$ cat src/rtl/acq_flow_mgr.sv
// Acquisition flow manager: FIFO block-ready handshake with hysteresis, host
// service timeout, sticky error flags, fill/service statistics and heartbeat.
module acq_flow_mgr #(
  parameter int COUNT_W         = 10,
  parameter int HIGH_WATER_MARK = 512,
  parameter int LOW_WATER_MARK  = 511,
  parameter int TIMEOUT_CYC     = 500000,
  parameter int TICK_DIV        = 50000000
) (
  input  logic               clk,
  input  logic               rst,
  input  logic               acq_clr,
  input  logic               stats_clr,
  input  logic [COUNT_W-1:0] fifo_wr_data_count,
  input  logic               fifo_of,
  output logic               acq_dv,
  output logic               of_latched,
  output logic               late_latched,
  output logic [7:0]         late_cnt,
  output logic [15:0]        block_cnt,
  output logic [COUNT_W-1:0] peak_fill,
  output logic               sec_tick,
  output logic               led_alive
);

  localparam int TMR_W = (TIMEOUT_CYC > 1) ? $clog2(TIMEOUT_CYC) : 1;
  localparam int HB_W  = (TICK_DIV > 1) ? $clog2(TICK_DIV) : 1;

  localparam logic [COUNT_W-1:0] HWM      = COUNT_W'(HIGH_WATER_MARK);
  localparam logic [COUNT_W-1:0] LWM      = COUNT_W'(LOW_WATER_MARK);
  localparam logic [TMR_W-1:0]   TMR_LAST = TMR_W'(TIMEOUT_CYC - 1);
  localparam logic [HB_W-1:0]    HB_LAST  = HB_W'(TICK_DIV - 1);

  typedef enum logic [1:0] {
    IDLE,
    PEND,
    LATE
  } state_t;

  state_t             state;
  state_t             next_state;
  logic [TMR_W-1:0]   timer;
  logic [HB_W-1:0]    hb_cnt;
  logic               above_hwm;
  logic               below_lwm;
  logic               timer_done;
  logic               serviced;
  logic               late_evt;
  logic               hb_wrap;

  assign above_hwm  = fifo_wr_data_count > HWM;
  assign below_lwm  = fifo_wr_data_count < LWM;
  assign timer_done = timer == TMR_LAST;
  assign hb_wrap    = hb_cnt == HB_LAST;

  always_ff @(posedge clk) begin
    if (rst) begin
      state <= IDLE;
    end else begin
      state <= next_state;
    end
  end

  // Release is tested before timeout so a coincident release counts as a
  // normal service rather than a late event.
  always_comb begin
    next_state = state;
    if (acq_clr) begin
      next_state = IDLE;
    end else begin
      case (state)
        IDLE: if (above_hwm) next_state = PEND;
        PEND: begin
          if (below_lwm) begin
            next_state = IDLE;
          end else if (timer_done) begin
            next_state = LATE;
          end
        end
        LATE: if (below_lwm) next_state = IDLE;
        default: next_state = IDLE;
      endcase
    end
  end

  always_comb begin
    acq_dv   = state != IDLE;
    serviced = !acq_clr && (state != IDLE) && below_lwm;
    late_evt = !acq_clr && (state == PEND) && !below_lwm && timer_done;
  end

  // Timer counts only while staying in PEND, freezes in LATE, else zero.
  always_ff @(posedge clk) begin
    if (rst) begin
      timer <= '0;
    end else if (state == PEND && next_state == PEND) begin
      timer <= timer + TMR_W'(1);
    end else if (next_state != LATE) begin
      timer <= '0;
    end
  end

  always_ff @(posedge clk) begin
    if (rst) begin
      of_latched   <= 1'b0;
      late_latched <= 1'b0;
    end else begin
      if (fifo_of) begin
        of_latched <= 1'b1;
      end else if (acq_clr) begin
        of_latched <= 1'b0;
      end
      if (late_evt) begin
        late_latched <= 1'b1;
      end else if (acq_clr) begin
        late_latched <= 1'b0;
      end
    end
  end

  always_ff @(posedge clk) begin
    if (rst) begin
      block_cnt <= '0;
      late_cnt  <= '0;
      peak_fill <= '0;
    end else if (stats_clr) begin
      block_cnt <= {15'd0, serviced};
      late_cnt  <= {7'd0, late_evt};
      peak_fill <= fifo_wr_data_count;
    end else begin
      if (serviced) begin
        block_cnt <= block_cnt + 16'd1;
      end
      if (late_evt && late_cnt != 8'hFF) begin
        late_cnt <= late_cnt + 8'd1;
      end
      if (fifo_wr_data_count > peak_fill) begin
        peak_fill <= fifo_wr_data_count;
      end
    end
  end

  always_ff @(posedge clk) begin
    if (rst) begin
      hb_cnt    <= '0;
      sec_tick  <= 1'b0;
      led_alive <= 1'b0;
    end else begin
      hb_cnt    <= hb_wrap ? '0 : hb_cnt + HB_W'(1);
      sec_tick  <= hb_wrap;
      led_alive <= led_alive ^ hb_wrap;
    end
  end

endmodule

$ cat config.mk
export PLATFORM = sky130hd
export DESIGN_NAME = acq_flow_mgr
export DESIGN_NICKNAME = d
export VERILOG_FILES = /design/src/rtl/acq_flow_mgr.sv
export SDC_FILE = /design/constraint.sdc
export NUM_CORES = 1
export LEC_CHECK = 0
export CORE_ASPECT_RATIO = 2
export CORE_MARGIN = 1
export CORE_UTILIZATION = 56
export CTS_CLUSTER_SIZE = 16
export DETAILED_ROUTE_END_ITERATION = 10
export GPL_TIMING_DRIVEN = 0
export MAX_ROUTING_LAYER = met4
export PLACE_DENSITY = 0.77
export REMOVE_ABC_BUFFERS = 1
export SYNTH_ARGS = -nofsm -noshare
export SYNTH_HDL_FRONTEND = slang
export SYNTH_SLANG_ARGS = --single-unit
$ cat constraint.sdc
create_clock -name clk -period 2.8 [get_ports clk]
set_input_delay 0.28 -clock clk [delete_from_list [all_inputs] [get_ports clk]]
set_output_delay 0.28 -clock clk [all_outputs]
set_load 0.01 [all_outputs]
==> impl_summary.txt, run 1 <==
----------------------------------------------------
[Critical path]
  Worst-case register-to-register setup slack ... 340 ps
  CP max stage delay ... 660 ps
  Worst Path Arrival ... 2860 ps
  Cell count of the worst reg-to-reg path ... 5
  Cell family with the largest share of critical-path delay ... simple AND/OR/NAND/NOR gates
  Maximum fanout along the worst path ... 15
  Setup crit end kind ... register
  Cell type of the slowest stage on the worst timing path ... o31ai_2
  Cell Chain, Critical Path ... clkdlybuf4s50_1, nand4_1, o31ai_2, and2_2, nand2_1, a311oi_1
  Buffers plus inverters on the worst setup path ... 1
  Crit Path Class ... in2reg
  Data required, critical path ... 3030 ps
  Reg2reg start ... state[0]
  Sort of element at the start of the critical path ... input port
  Reg2reg end ... timer[16]

[Clock network]
  Clock latency reported for the late side of the worst-skew pair ... 340 ps
  Clock root buffer ... clkbuf_16
  TritonCTS Buffers ... 9
  Number of clock sinks ... 85
  Maximum count of clock buffers along a single path ... 2
  Depth of the CTS H-tree ... 3
  Clock transition at the registers of the reported paths ... 60 ps
  Clock tree from TritonCTS ... done

[Cells and area]
  Seq. cell area ... 1700 um2
  Number of nets in the layout ... 624
  Signed area change from the synthesized netlist to the final layout ... 19.8%
  Fill cell total of the finished layout ... 637
  Fraction of layout instances using a drive strength above 1 ... 5.17%
  Area taken by multi-input logic gates ... 2620 um2
  Ant diodes ... 0

[Floorplanning]
  Site Rows ... 46
  Initial standard-cell utilization of the core ... 57.3%
  Height of the chip ... 129 um
  Horizontal die dimension ... 65.5 um
  Total I/O pin count ... 54
  Placeable core region ... 7890 um2
  Area of the die ... 8450 um2

[GRT]
  Largest net degree at the start of global routing ... 54
  Number of global-route vias before repair ... 4,066
  Global routing usage summed across all routing layers ... 28.3%
  Leftover overflow at the end of global routing ... 0
  Global-route wire length before repair ... 18,300 um
  Antenna violations before repair ... 0

[Routing]
  Router iterations before antenna repair ... 5
  Routed len/inst ... 15.6 um
  Via-per-instance ratio ... 6.10
  Number of DRC markers after the initial detailed-route iteration ... 187
  Total wire length ... 10,800 um
  Remaining antenna violation count ... 0
  DRC violations left ... 0
  Via count ... 4,245

[Power]
  Fraction of power consumed by sequential logic ... 47.2%
  Switch share ... 22.7%
  Relative contribution of the clock network to total power ... 44.3%
  Power density over cell area ... 489 nW/um2
  Leakage power ... 1.76 nW
  Worst ir drop on vdd ... 0.000422 V
  Power share of the combinational group ... 8.5%
  Net load switching power ... 0.000600 W
  Design internal power ... 0.00205 W
  Sum of internal, switching and leakage power ... 0.00265 W

[Hold path]
  Startpoint of the worst hold path ... hb_cnt[0]
  Hold Path Sink ... hb_cnt[0]
  Worst hold-check path type ... reg2reg
  Instance count along the most critical hold path ... 1

[Synthesis]
  Cell with the most instances after synthesis ... dfxtp_1
  Post-Syn Instances ... 556
  Number of synthesized flops with an enable pin ... 0
  Area leader, netlist ... dfxtp_1
  Unique masters post-synth ... 51
  Avg Inst Size Synth ... 8.12 um2
  Async set-or-reset flop fraction in the synthesized netlist ... 0%
  Fraction of synthesized cell area taken by the top area cell type ... 37.7%
  List of most frequent post-synthesis cells ... dfxtp_1, nor2_1, nand3_1
  Seq/Total Area, Yosys ... 37.7%
  Dominant register cell in the synthesized netlist ... dfxtp_1
  Top area cells in the synthesized netlist ... dfxtp_1, xnor2_1, nor2_1
  Number of warnings issued by yosys ... 0
  Number of storage elements in the synthesis netlist ... 85
  Area of the mapped netlist ... 4520 um2

[STA]
  Clock tree skew after final layout ... 6.17 ps
  Highest Clock Rate ... 381 MHz
  Final count of hold timing violations ... 0
  Number of max-slew violations in the final report ... 0
  Post-route clock period utilization ... 93.7%
  Slew of the pin with the lowest slew margin ... 995 ps
  RSZ-0062 raised after global routing ... false
  Worst slew margin ... 33.5%
  Fin Hold WS ... 452 ps
  Total setup violations reported at the end of the flow ... 0
  Final Critical Period ... 2620 ps

[Placed design]
  Routability Congestion ... 0.862
  Sum of net half-perimeters after detailed placement ... 7760 um
  Number of buffers inserted by port buffering ... 53

[Run]
  Reported max-cap violation count ... 0

[Outcome]
  Result of the run ... completed

----------------------------------------------------
-- cell type report --
class / instances / share of cell area (%)
clock buffer: 11 / 4.49
clock inverter: 5 / 0.925
inverter: 28 / 1.94
multi-input combinational: 415 / 48.5
sequential: 85 / 31.5
tap: 96 / 2.22
timing repair buffer: 56 / 10.5
-- cell families (layout without fill, tap and decap cells) --
| group | after synthesis | in the layout | synth area share, % |
|---|---|---|---|
| mux | 10 | 10 | 2.22 |
| fa+ha+maj | 14 | 14 | 3.88 |
| buf+inv | 56 | 100 | 4.68 |
| compound gates | 68 | 68 | 10.3 |
| flops | 85 | 85 | 37.7 |
| xor+xnor | 39 | 39 | 7.56 |
| simple gates | 284 | 284 | 33.7 |
-- power groups by stage --
stage / sequential (W) / combinational (W) / clock (W)
floorplan: 0.00128 / 0.000110 / 0
global placement: 0.00128 / 0.000213 / 0
detailed placement: 0.00128 / 0.000220 / 0
CTS: 0.00125 / 0.000222 / 0.00120
global route: 0.00125 / 0.000246 / 0.00124
finish: 0.00125 / 0.000225 / 0.00117
-- placed cells by master (no fill, tap or decap), drive strengths merged, types with 6 or more instances in the layout --
cell / instances
ha: 14
o31ai: 6
mux2i: 10
or4: 8
nand3: 49
clkbuf: 11
xnor2: 34
inv: 28
nor4b: 7
nand2b: 26
nor4: 14
and3: 8
nor3: 19
a21oi: 18
a31oi: 16
nand4: 23
nor2: 69
dfxtp: 85
clkdlybuf4s50: 52
nand2: 31
-- registers in the layout, indices dropped and copies added, names as in the netlist --
name and flops:
timer 19, sec_tick 1, hb_cnt 26, state 2
of_latched 1, late_cnt 8, late_latched 1, led_alive 1
peak_fill 10, block_cnt 16
-- timing repair --
item / CTS / global route
hold buffers: 0 / 0
setup buffers: 0 / 2
pin swaps: 0 / 1
hold endpoints to repair: 0 / 0
setup endpoints to repair: 7 / 6
gates resized for setup: 3 / 1
gates cloned: 0 / 0
-- worst reg2reg max path: cells and delay by family (launching register included) --
kind | cells | cell delay (ps)
DFF | 1 | 380
and+or+nand+nor | 4 | 1840
AOI/OAI and AO/OA | 1 | 160
-- through the flow --
step	worst slack [ps]	setup TNS (ps)	util [%]	cell area [um2]	cells
floorplan	405	0	-	4410	528
global placement	-640	-16780	64.2	5060	677
detailed placement	-549	-7130	64.1	5060	677
CTS	8.08	0	68.0	5360	693
global route	44.3	0	68.6	5410	696
finish	175	0	68.6	5410	696
-- worst max path at each step --
| stage | start | endpoint | depth (start not counted) |
|---|---|---|---|
| floorplan | state[0] | timer[16] | 5 |
| global route | fifo_wr_data_count[8] | timer[4] | 6 |
| finish | fifo_wr_data_count[8] | timer[13] | 6 |
| global placement | rst | late_cnt[2] | 4 |
| detailed placement | fifo_wr_data_count[0] | timer[13] | 6 |
| CTS | fifo_wr_data_count[0] | timer[13] | 6 |
-- metal layers --
| metal | global-route usage (%) | wire length (um) |
|---|---|---|
| met5 | - | 0 |
| met2 | 52.5 | 6090 |
| met1 | 27.7 | 3950 |
| met4 | 12.5 | 379 |
| met3 | 4.84 | 428 |
(Power assumes the default switching activity.)
==> run 2: changes to the inputs <==
Settings changed: PLACE_DENSITY 0.77 to unset, PLACE_DENSITY_LB_ADDON set to 0.2, SLEW_MARGIN set to 20.
==> run 2 against run 1 <==
Against the previous run: non-clock buffer count down 2; total power up 2.5%; fmax down 1.4%; wire length down 0.37%; first-iteration DRC count up 19%; sequential share of layout area about the same; clock power up 6%; worst setup slack worse by 38 ps; cell count down 0.29%; highest routed layer unchanged.
==> impl_summary.txt, run 2 (same netlist as run 1, synthesis figures left out) <==
----------------------------------------------------
[GRT]
  Antenna violations before repair ... 0 (unchanged)
  Number of global-route vias before repair ... 4,015 (-1.3%)
  Global-route wire length before repair ... 18,300 um (-0.31%)
  Leftover overflow at the end of global routing ... 0 (unchanged)
  Largest net degree at the start of global routing ... 40 (-26%)
  Global routing usage summed across all routing layers ... 28.3% (about the same)

[STA]
  Fin Hold WS ... 288 ps (-164 ps)
  Post-route clock period utilization ... 95.1% (+1.4 points)
  Final count of hold timing violations ... 0 (unchanged)
  Clock tree skew after final layout ... 10.1 ps (+3.90 ps)
  Setup WS post-layout ... 137 ps (-38.4 ps)
  Final Critical Period ... 2660 ps (+38.4 ps)
  Number of max-slew violations in the final report ... 0 (unchanged)
  Worst slew margin ... 34.3% (+0.78 points)
  Slew of the pin with the lowest slew margin ... 983 ps (-11.7 ps)
  RSZ-0062 raised after global routing ... false
  Highest Clock Rate ... 376 MHz (-1.4%)
  Total setup violations reported at the end of the flow ... 0 (unchanged)

[Hold path]
  Instance count along the most critical hold path ... 2 (+1)
  Worst hold-check path type ... in2reg

[Critical path]
  Cell count of the worst reg-to-reg path ... 5 (unchanged)
  Sort of element at the start of the critical path ... register
  Worst Path Arrival ... 2900 ps (+40 ps)
  Critical Path Sink ... timer[2]
  Crit Path Class ... reg2reg
  CP max stage delay ... 640 ps (-20 ps)
  Data required, critical path ... 3040 ps (about the same)
  Reg2reg end ... timer[2]
  Reg2reg start ... timer[13]
  Maximum fanout along the worst path ... 15 (unchanged)
  Cell type of the slowest stage on the worst timing path ... or4_1
  Launch point of the worst path ... timer[13]
  Worst-case register-to-register setup slack ... 140 ps (-200 ps)
  Cell Chain, Critical Path ... nand2b_1, or4_1, o31ai_4, nand2_1, a311oi_1
  Setup crit end kind ... register

[Clock network]
  Total of hold buffers inserted after clock tree synthesis ... 0 (unchanged)
  TritonCTS Buffers ... 9 (unchanged)
  Clock latency reported for the late side of the worst-skew pair ... 340 ps (about the same)
  Clock tree from TritonCTS ... done
  Maximum count of clock buffers along a single path ... 2 (unchanged)
  Post-CTS Setup Repair Bufs ... 0 (unchanged)
  Clock transition at the registers of the reported paths ... 60 ps (about the same)
  Number of clock sinks ... 85 (unchanged)
  Clock root buffer ... clkbuf_16
  Depth of the CTS H-tree ... 3 (unchanged)

[Routing]
  DRC violations left ... 0 (unchanged)
  Number of DRC markers after the initial detailed-route iteration ... 223 (+19%)
  Routed len/inst ... 15.6 um (about the same)
  Router iterations before antenna repair ... 5 (unchanged)
  Remaining antenna violation count ... 0 (unchanged)
  Total wire length ... 10,800 um (-0.37%)
  Via count ... 4,179 (-1.6%)
  Via-per-instance ratio ... 6.02 (-1.3%)

[Cells and area]
  Number of nets in the layout ... 622 (-0.32%)
  Ant diodes ... 0 (unchanged)
  Largest regs ... hb_cnt (26), timer (19), block_cnt (16)
  Most frequent cells in the layout ... dfxtp_1, nor2_1, clkdlybuf4s50_1, nand3_1, xnor2_1
  Reg with most FFs ... hb_cnt
  Most common cell after layout, fill and taps aside ... dfxtp_1
  Max FFs per register ... 26 (unchanged)
  Fraction of layout instances using a drive strength above 1 ... 5.02% (-0.15 points)
  Final core utilization ... 68.7% (about the same)
  Signed area change from the synthesized netlist to the final layout ... 19.9% (about the same)
  Count of placed standard cells in the final layout, fillers left out ... 694 (-0.29%)

[Placed design]
  Number of cells in the design after placement ... 678 (+0.15%)
  Routability Congestion ... 0.841 (-2.5%)
  Number of buffers inserted by port buffering ... 53 (unchanged)
  Worst slack, placed ... -601 ps (-51.9 ps)
  Sum of net half-perimeters after detailed placement ... 7570 um (-2.5%)

[Floorplanning]
  Area of the die ... 8450 um2 (unchanged)
  Horizontal die dimension ... 65.5 um (unchanged)
  Initial standard-cell utilization of the core ... 57.3% (unchanged)
  Height of the chip ... 129 um (unchanged)
  Total I/O pin count ... 54 (unchanged)
  Site Rows ... 46 (unchanged)
  Placeable core region ... 7890 um2 (unchanged)

[Run]
  Reported max-cap violation count ... 0 (unchanged)

[Power]
  Power density over cell area ... 501 nW/um2 (+2.4%)
  Worst ir drop on vdd ... 0.000507 V (+20%)
  Sum of internal, switching and leakage power ... 0.00271 W (+2.5%)
  Leakage power ... 1.76 nW (about the same)

[Outcome]
  Result of the run ... completed

----------------------------------------------------
==> run 2: layout make-up <==
cell class,count,area (um2)
repair buffers,54,546
clock inverters,4,45.0
inverters,28,105
flip-flops and latches,85,1700
fillers,671,2470
multi-input cells,415,2630
well taps,96,120
clock buffers,12,267
==> run 2: worst max-delay path: cells and delay by family, from the launching register on <==
family	cells	cell delay, ps
AND/OR/NAND/NOR	3	1090
flip-flops	1	470
AO/OA/AOI/OAI	2	1000
==> run 2: report_power, final <==
group / internal, W / switching, W / leakage, nW / total, W
Combinational: 0.000107 / 0.000120 / 0.914 / 0.000227
Sequential: 0.00123 / 0.0000170 / 0.688 / 0.00125
Clock: 0.000759 / 0.000477 / 0.158 / 0.00124
==> run 2: how the worst min path moves through the flow <==
stage	slack, ps	startpoint	end
after floorplan	350	rst	late_cnt[0]
after global placement	430	hb_cnt[0]	hb_cnt[0]
after detailed placement	440	late_latched	late_latched
after CTS	270	rst	block_cnt[0]
after global routing	310	rst	block_cnt[0]
final	290	rst	block_cnt[0]
==> run 2: per-layer routing <==
layer | up-vias | share of wire [%] | track usage (%)
li1 | 2064 | - | -
met1 | 1978 | 39 | 29.5
met2 | 120 | 55 | 51.3
met3 | 17 | 3.6 | 4.67
met4 | 0 | 1.9 | 11.5
met5 | - | 0 | -
==> run 2: per-stage QoR <==
step / cell area [um2] / TNS, ps
CTS: 5410 / 0
detailed placement: 5080 / -5730
finish: 5420 / 0
floorplan: 4410 / 0
global placement: 5060 / -16480
global route: 5420 / 0
==> run 2: repair_timing <==
item | CTS | global route
setup endpoints to repair | 7 | 3
pin swaps | 0 | 1
gates resized for setup | 4 | 1
==> RTL change 1: new RTL, settings of run 1 <==
Encoding of `state_t`: now one-hot (3 bits for 3 states).
--- a/src/rtl/acq_flow_mgr.sv
+++ b/src/rtl/acq_flow_mgr.sv
@@ -32,8 +32,8 @@
   localparam logic [HB_W-1:0]    HB_LAST  = HB_W'(TICK_DIV - 1);
 
-  typedef enum logic [1:0] {
-    IDLE,
-    PEND,
-    LATE
+  typedef enum logic [2:0] {
+    IDLE = 3'b001,
+    PEND = 3'b010,
+    LATE = 3'b100
   } state_t;
 
Check against the original RTL: no difference found for any inputs over 10 cycles, from zero or initial values and one cycle with rst high; not proved beyond that.
==> RTL change 1 against run 1 <==
Sequential cell count increased by 1; non-clock buffer count is 3 lower; final area down 7.8%; die area shrank 8.5%; worst setup slack better by 73 ps; wire length is 22% lower; power about the same; area after synthesis fell by 8.7%; via count is 20% lower; largest cell class unchanged.
==> RTL change 1: results <==
{
  "run_status": "finished, final reports clean",
  "grt_util_met1": 0.2305,
  "drt_iter0_drc": 209,
  "use_met3": 0.03598,
  "leakage_nw": 1.784,
  "skew_ps": 5.995,
  "cellPowerDensity_mw_per_mm2": 531.0,
  "dr_total_vias": 3381,
  "final_estimated_routing_congestion_in_global_placement": 0.8210,
  "globalRouteMet2Util": 0.4423,
  "vdd_ir_drop_max_uv": 376.0,
  "internal_power_summed_over_all_cells_mw": 2.055,
  "vias_in_the_first_global_route": 3246,
  "power.combinational.total_mw": 0.203,
  "slew_headroom": 0.1435,
  "parity_gate_share_of_the_synthesized_area_counting_xor_and_xnor_cells": 0.1296,
  "ys_top_cells_by_count": "94 x sky130_fd_sc_hd__nor2_1, 86 x sky130_fd_sc_hd__dfxtp_1, 33 x sky130_fd_sc_hd__xor2_1",
  "postRouteWirelength_um": 8431,
  "grt.total_usage": 0.2376,
  "setup.reg_to_reg.worst_slack_ps": 450,
  "worstPathMaxFanout": 16,
  "synth-adder-area-share": 0.04249,
  "post_synthesis_compound_gate_area_fraction": 0.07496,
  "met3_wirelength_um": 172,
  "cp.arrival_ps": 2750,
  "postCtsResizedCells": 0,
  "synth_cell_types": 55,
  "ratio_of_cells_with_drive_above_1_in_the_final_layout": 0.04934,
  "multiplexer_share_of_the_synthesized_area": 0.02671,
  "power.clock.fraction": 0.447,
  "nNetsFinal": 552,
  "wirelength_met1_um": 3379,
  "yosys-top-cells-area": "sky130_fd_sc_hd__dfxtp_1 42%, sky130_fd_sc_hd__nor2_1 8.6%, sky130_fd_sc_hd__xor2_1 7.0%"
}
## RTL change 1: cell types whose count changed in the layout (fill, tap and decap cells not counted), moves of 13 or more
cell                       before  now
sky130_fd_sc_hd__a31oi_1       15    1
sky130_fd_sc_hd__nand2b_1      26    2
sky130_fd_sc_hd__nand3_1       49   30
sky130_fd_sc_hd__nor2_1        69   94
sky130_fd_sc_hd__nor3_1        19    6
sky130_fd_sc_hd__xor2_1         5   33
## RTL change 1: through the flow
step	util	instances	worst slack, ps	instance area [µm²]	setup TNS [ps]
2_1_floorplan	-	459	811.9	4051	0
3_3_place_gp	0.6661	602	-76.87	4695	-76.87
3_5_place_dp	0.6661	602	-115.8	4695	-176.4
4_1_cts	0.7074	617	246.0	4986	0
5_1_grt	0.7074	617	117.8	4986	0
6_report	0.7074	617	248.4	4986	0
## RTL change 1: cell type report
type,instances,share of cell area
inverter,21,0.01581
clock buffer,12,0.04944
clock inverter,3,0.009034
tap,90,0.02258
multi-input combinational,352,0.4514
sequential,86,0.3453
timing repair buffer,53,0.1064
## RTL change 1: critical path, stage by stage
cell and delay (ps):
sky130_fd_sc_hd__clkdlybuf4s50_1 540, sky130_fd_sc_hd__nand4_1 170, sky130_fd_sc_hd__o31a_4 410, sky130_fd_sc_hd__nor4_4 710
sky130_fd_sc_hd__a21oi_1 290, sky130_fd_sc_hd__a41oi_1 280, sky130_fd_sc_hd__nor3_1 60
## RTL change 1: worst paths after layout
path	start	to	cells after the start
worst min-delay path	of_latched$_SDFFE_PP0P_	of_latched$_SDFFE_PP0P_	2
worst min register to register	of_latched$_SDFFE_PP0P_	of_latched$_SDFFE_PP0P_	2
worst max register to register	timer[0]$_SDFFE_PP0P_	timer[16]$_SDFFE_PP0P_	7
worst max-delay path	fifo_wr_data_count[5]	timer[16]$_SDFFE_PP0P_	7
==> RTL change 2: new RTL, flow settings as in run 1 <==
Made on the original files. Change the parameter `TIMEOUT_CYC` from 500000 to 1000000.
--- a/src/rtl/acq_flow_mgr.sv
+++ b/src/rtl/acq_flow_mgr.sv
@@ -5,5 +5,5 @@
   parameter int HIGH_WATER_MARK = 512,
   parameter int LOW_WATER_MARK  = 511,
-  parameter int TIMEOUT_CYC     = 500000,
+  parameter int TIMEOUT_CYC     = 1000000,
   parameter int TICK_DIV        = 50000000
 ) (
Behaviour: same outputs for any inputs over 10 cycles, from zero or initial values and one cycle with rst high; that may be too few to reach the edited logic, so the function may still have changed.
==> RTL change 2 against run 1 <==
First-iteration DRC count up 17%; area after synthesis down 2.8%; clock power down 7%; power down 2.7%; final area down 2.0%; fmax down 5.7%; sequential cell count up 1; utilization up 1.1 points; register-to-register slack worse by 320 ps; clock skew up 2.9 ps; hold slack better by 12 ps; worst setup slack worse by 160 ps; wire length down 4.4%; sequential share of layout area up 1.1 points.
==> RTL change 2: results <==
{
  "vdd_ir_drop_max_uv": 435.4,
  "critPathTopFamily": "simple AND/OR/NAND/NOR gates",
  "drt_first_pass_iters": 4,
  "cp_peak_stage_delay_ps": 590,
  "worst_setup_hold_path_clk_slew_ps": 60,
  "synth_cell_types": 50,
  "crit_path_time_final_ps": 2783,
  "antenna_found_initial": 0,
  "placement.io_buffers": 53,
  "antennaDiodeCount": 0,
  "nNetsFinal": 601,
  "placed_area_mm2": 0.004961,
  "cts_inserted_buffers": 9,
  "ys_top_cells_by_count": "86 x sky130_fd_sc_hd__dfxtp_1, 61 x sky130_fd_sc_hd__nor2_1, 40 x sky130_fd_sc_hd__nand3_1",
  "grt_start_max_net_pins": 35,
  "placed_cells": 649,
  "grt.total_usage": 0.2794,
  "cp.arrival_ps": 3050,
  "syn_area_per_cell_um2": 8.349,
  "ratio_of_cells_with_drive_above_1_in_the_final_layout": 0.06076,
  "ys_seq_area_frac": 0.3920,
  "clock_latency_of_the_later_clocked_register_in_the_worst_skew_pair_ps": 340,
  "final.fill_count": 656,
  "crit_path_end_kind": "register",
  "leakage_nw": 1.962,
  "skew_ps": 9.113,
  "number_of_cells_in_the_finished_layout_apart_from_fillers": 670,
  "final_estimated_routing_congestion_in_global_placement": 0.8318,
  "crit_slowest_cell": "sky130_fd_sc_hd__or4_4",
  "drt_iter0_drc": 218,
  "run_status": "finished, final reports clean",
  "preCtsSetupSlack_ps": -335.9,
  "worstPathMaxFanout": 7,
  "async_reset_ff_frac": 0,
  "vias_in_the_first_global_route": 4108,
  "hpwlAfterDp_um": 7448,
  "wire_length_of_the_first_global_routing_pass_um": 17730,
  "yosys-top-cells-area": "sky130_fd_sc_hd__dfxtp_1 39%, sky130_fd_sc_hd__xor2_1 6.8%, sky130_fd_sc_hd__nor2_1 5.2%",
  "worst-slew-pin-transition_ps": 1379,
  "worst_hold_path_type": "reg2reg",
  "biggestRegsByFlops": "hb_cnt x26, timer x20, block_cnt x16",
  "yosysWarnings": 0,
  "postRouteWirelength_um": 10370,
  "cts_root_buffer": "sky130_fd_sc_hd__clkbuf_16",
  "clockBufferDepth": 2,
  "drt-vias-per-instance": 6.073,
  "setup.reg_to_reg.worst_slack_ps": 20,
  "ys_dominant_reg_cell": "sky130_fd_sc_hd__dfxtp_1",
  "cts_max_level": 3
}
==> RTL change 2: cell count changes after synthesis, sizes merged, moves of 7 or more <==
cell	before	now
xnor2	34	7
nand4	23	32
nor2b	1	8
nand3	49	40
xor2	5	34
nor2	69	61
a31oi	16	1
inv	28	17
nor3	19	5
==> RTL change 2: logic make-up after synthesis <==
| kind of cell | after synthesis | share of synthesized area |
|---|---|---|
| flops | 86 | 0.3920 |
| fa+ha+maj | 14 | 0.03989 |
| compound gates | 61 | 0.09687 |
| simple gates | 272 | 0.3302 |
| buf+inv | 42 | 0.03646 |
| xor+xnor | 41 | 0.08177 |
| mux | 10 | 0.02279 |
==> RTL change 2: per-layer routing <==
| layer | share of wire | global-route usage | wire [µm] |
|---|---|---|---|
| met1 | 0.38 | 0.2691 | 3936 |
| met2 | 0.56 | 0.5139 | 5813 |
| met3 | 0.030 | 0.04643 | 307 |
| met4 | 0.030 | 0.1490 | 314 |
| met5 | 0 | - | 0 |
==> RTL change 2: cell type report <==
class	instances	area share
well taps	94	0.02218
clock inverters	3	0.004011
inverters	17	0.01203
flip-flops and latches	86	0.3252
multi-input cells	399	0.4802
repair buffers	59	0.1100
clock buffers	12	0.04648
==> RTL change 2: final timing paths <==
check | from | depth (start not counted) | to
setup / recovery | timer[6]$_SDFFE_PP0P_ | 5 | late_cnt[4]$_SDFFE_PP0P_
hold reg to reg | late_latched$_SDFFE_PP0P_ | 2 | late_latched$_SDFFE_PP0P_
hold / removal | late_latched$_SDFFE_PP0P_ | 2 | late_latched$_SDFFE_PP0P_
setup reg to reg | timer[6]$_SDFFE_PP0P_ | 5 | late_cnt[4]$_SDFFE_PP0P_
==> RTL change 2: what timing repair did <==
item | CTS | global route
setup buffers | 0 | 5
cloned | 0 | 1
endpoints found under the setup margin | 15 | 5
resized for setup | 4 | 5
pin swaps | 1 | 3
==> RTL change 2: through the flow <==
stage | util | hold WS, ps | TNS [ps]
floorplan | - | 349.1 | -0.6743
global placement | 0.6504 | 441.5 | -13240
detailed placement | 0.6527 | 460.7 | -3029
CTS | 0.6904 | 467.7 | -60.70
global route | 0.6976 | 489.5 | -72.54
finish | 0.6976 | 463.7 | 0
==> RTL change 2: report_power, final <==
group / internal, mW / switching (mW) / leakage (nW)
clock: 0.621 / 0.473 / 0.129
sequential: 1.24 / 0.0184 / 0.697
combinational: 0.105 / 0.112 / 1.14
==> RTL change 2: worst register-to-register path: cells and delay by family, from the launching register on <==
family	cells	cell delay, ps
and+or+nand+nor	4	2220
DFF	1	350
AOI/OAI and AO/OA	1	150
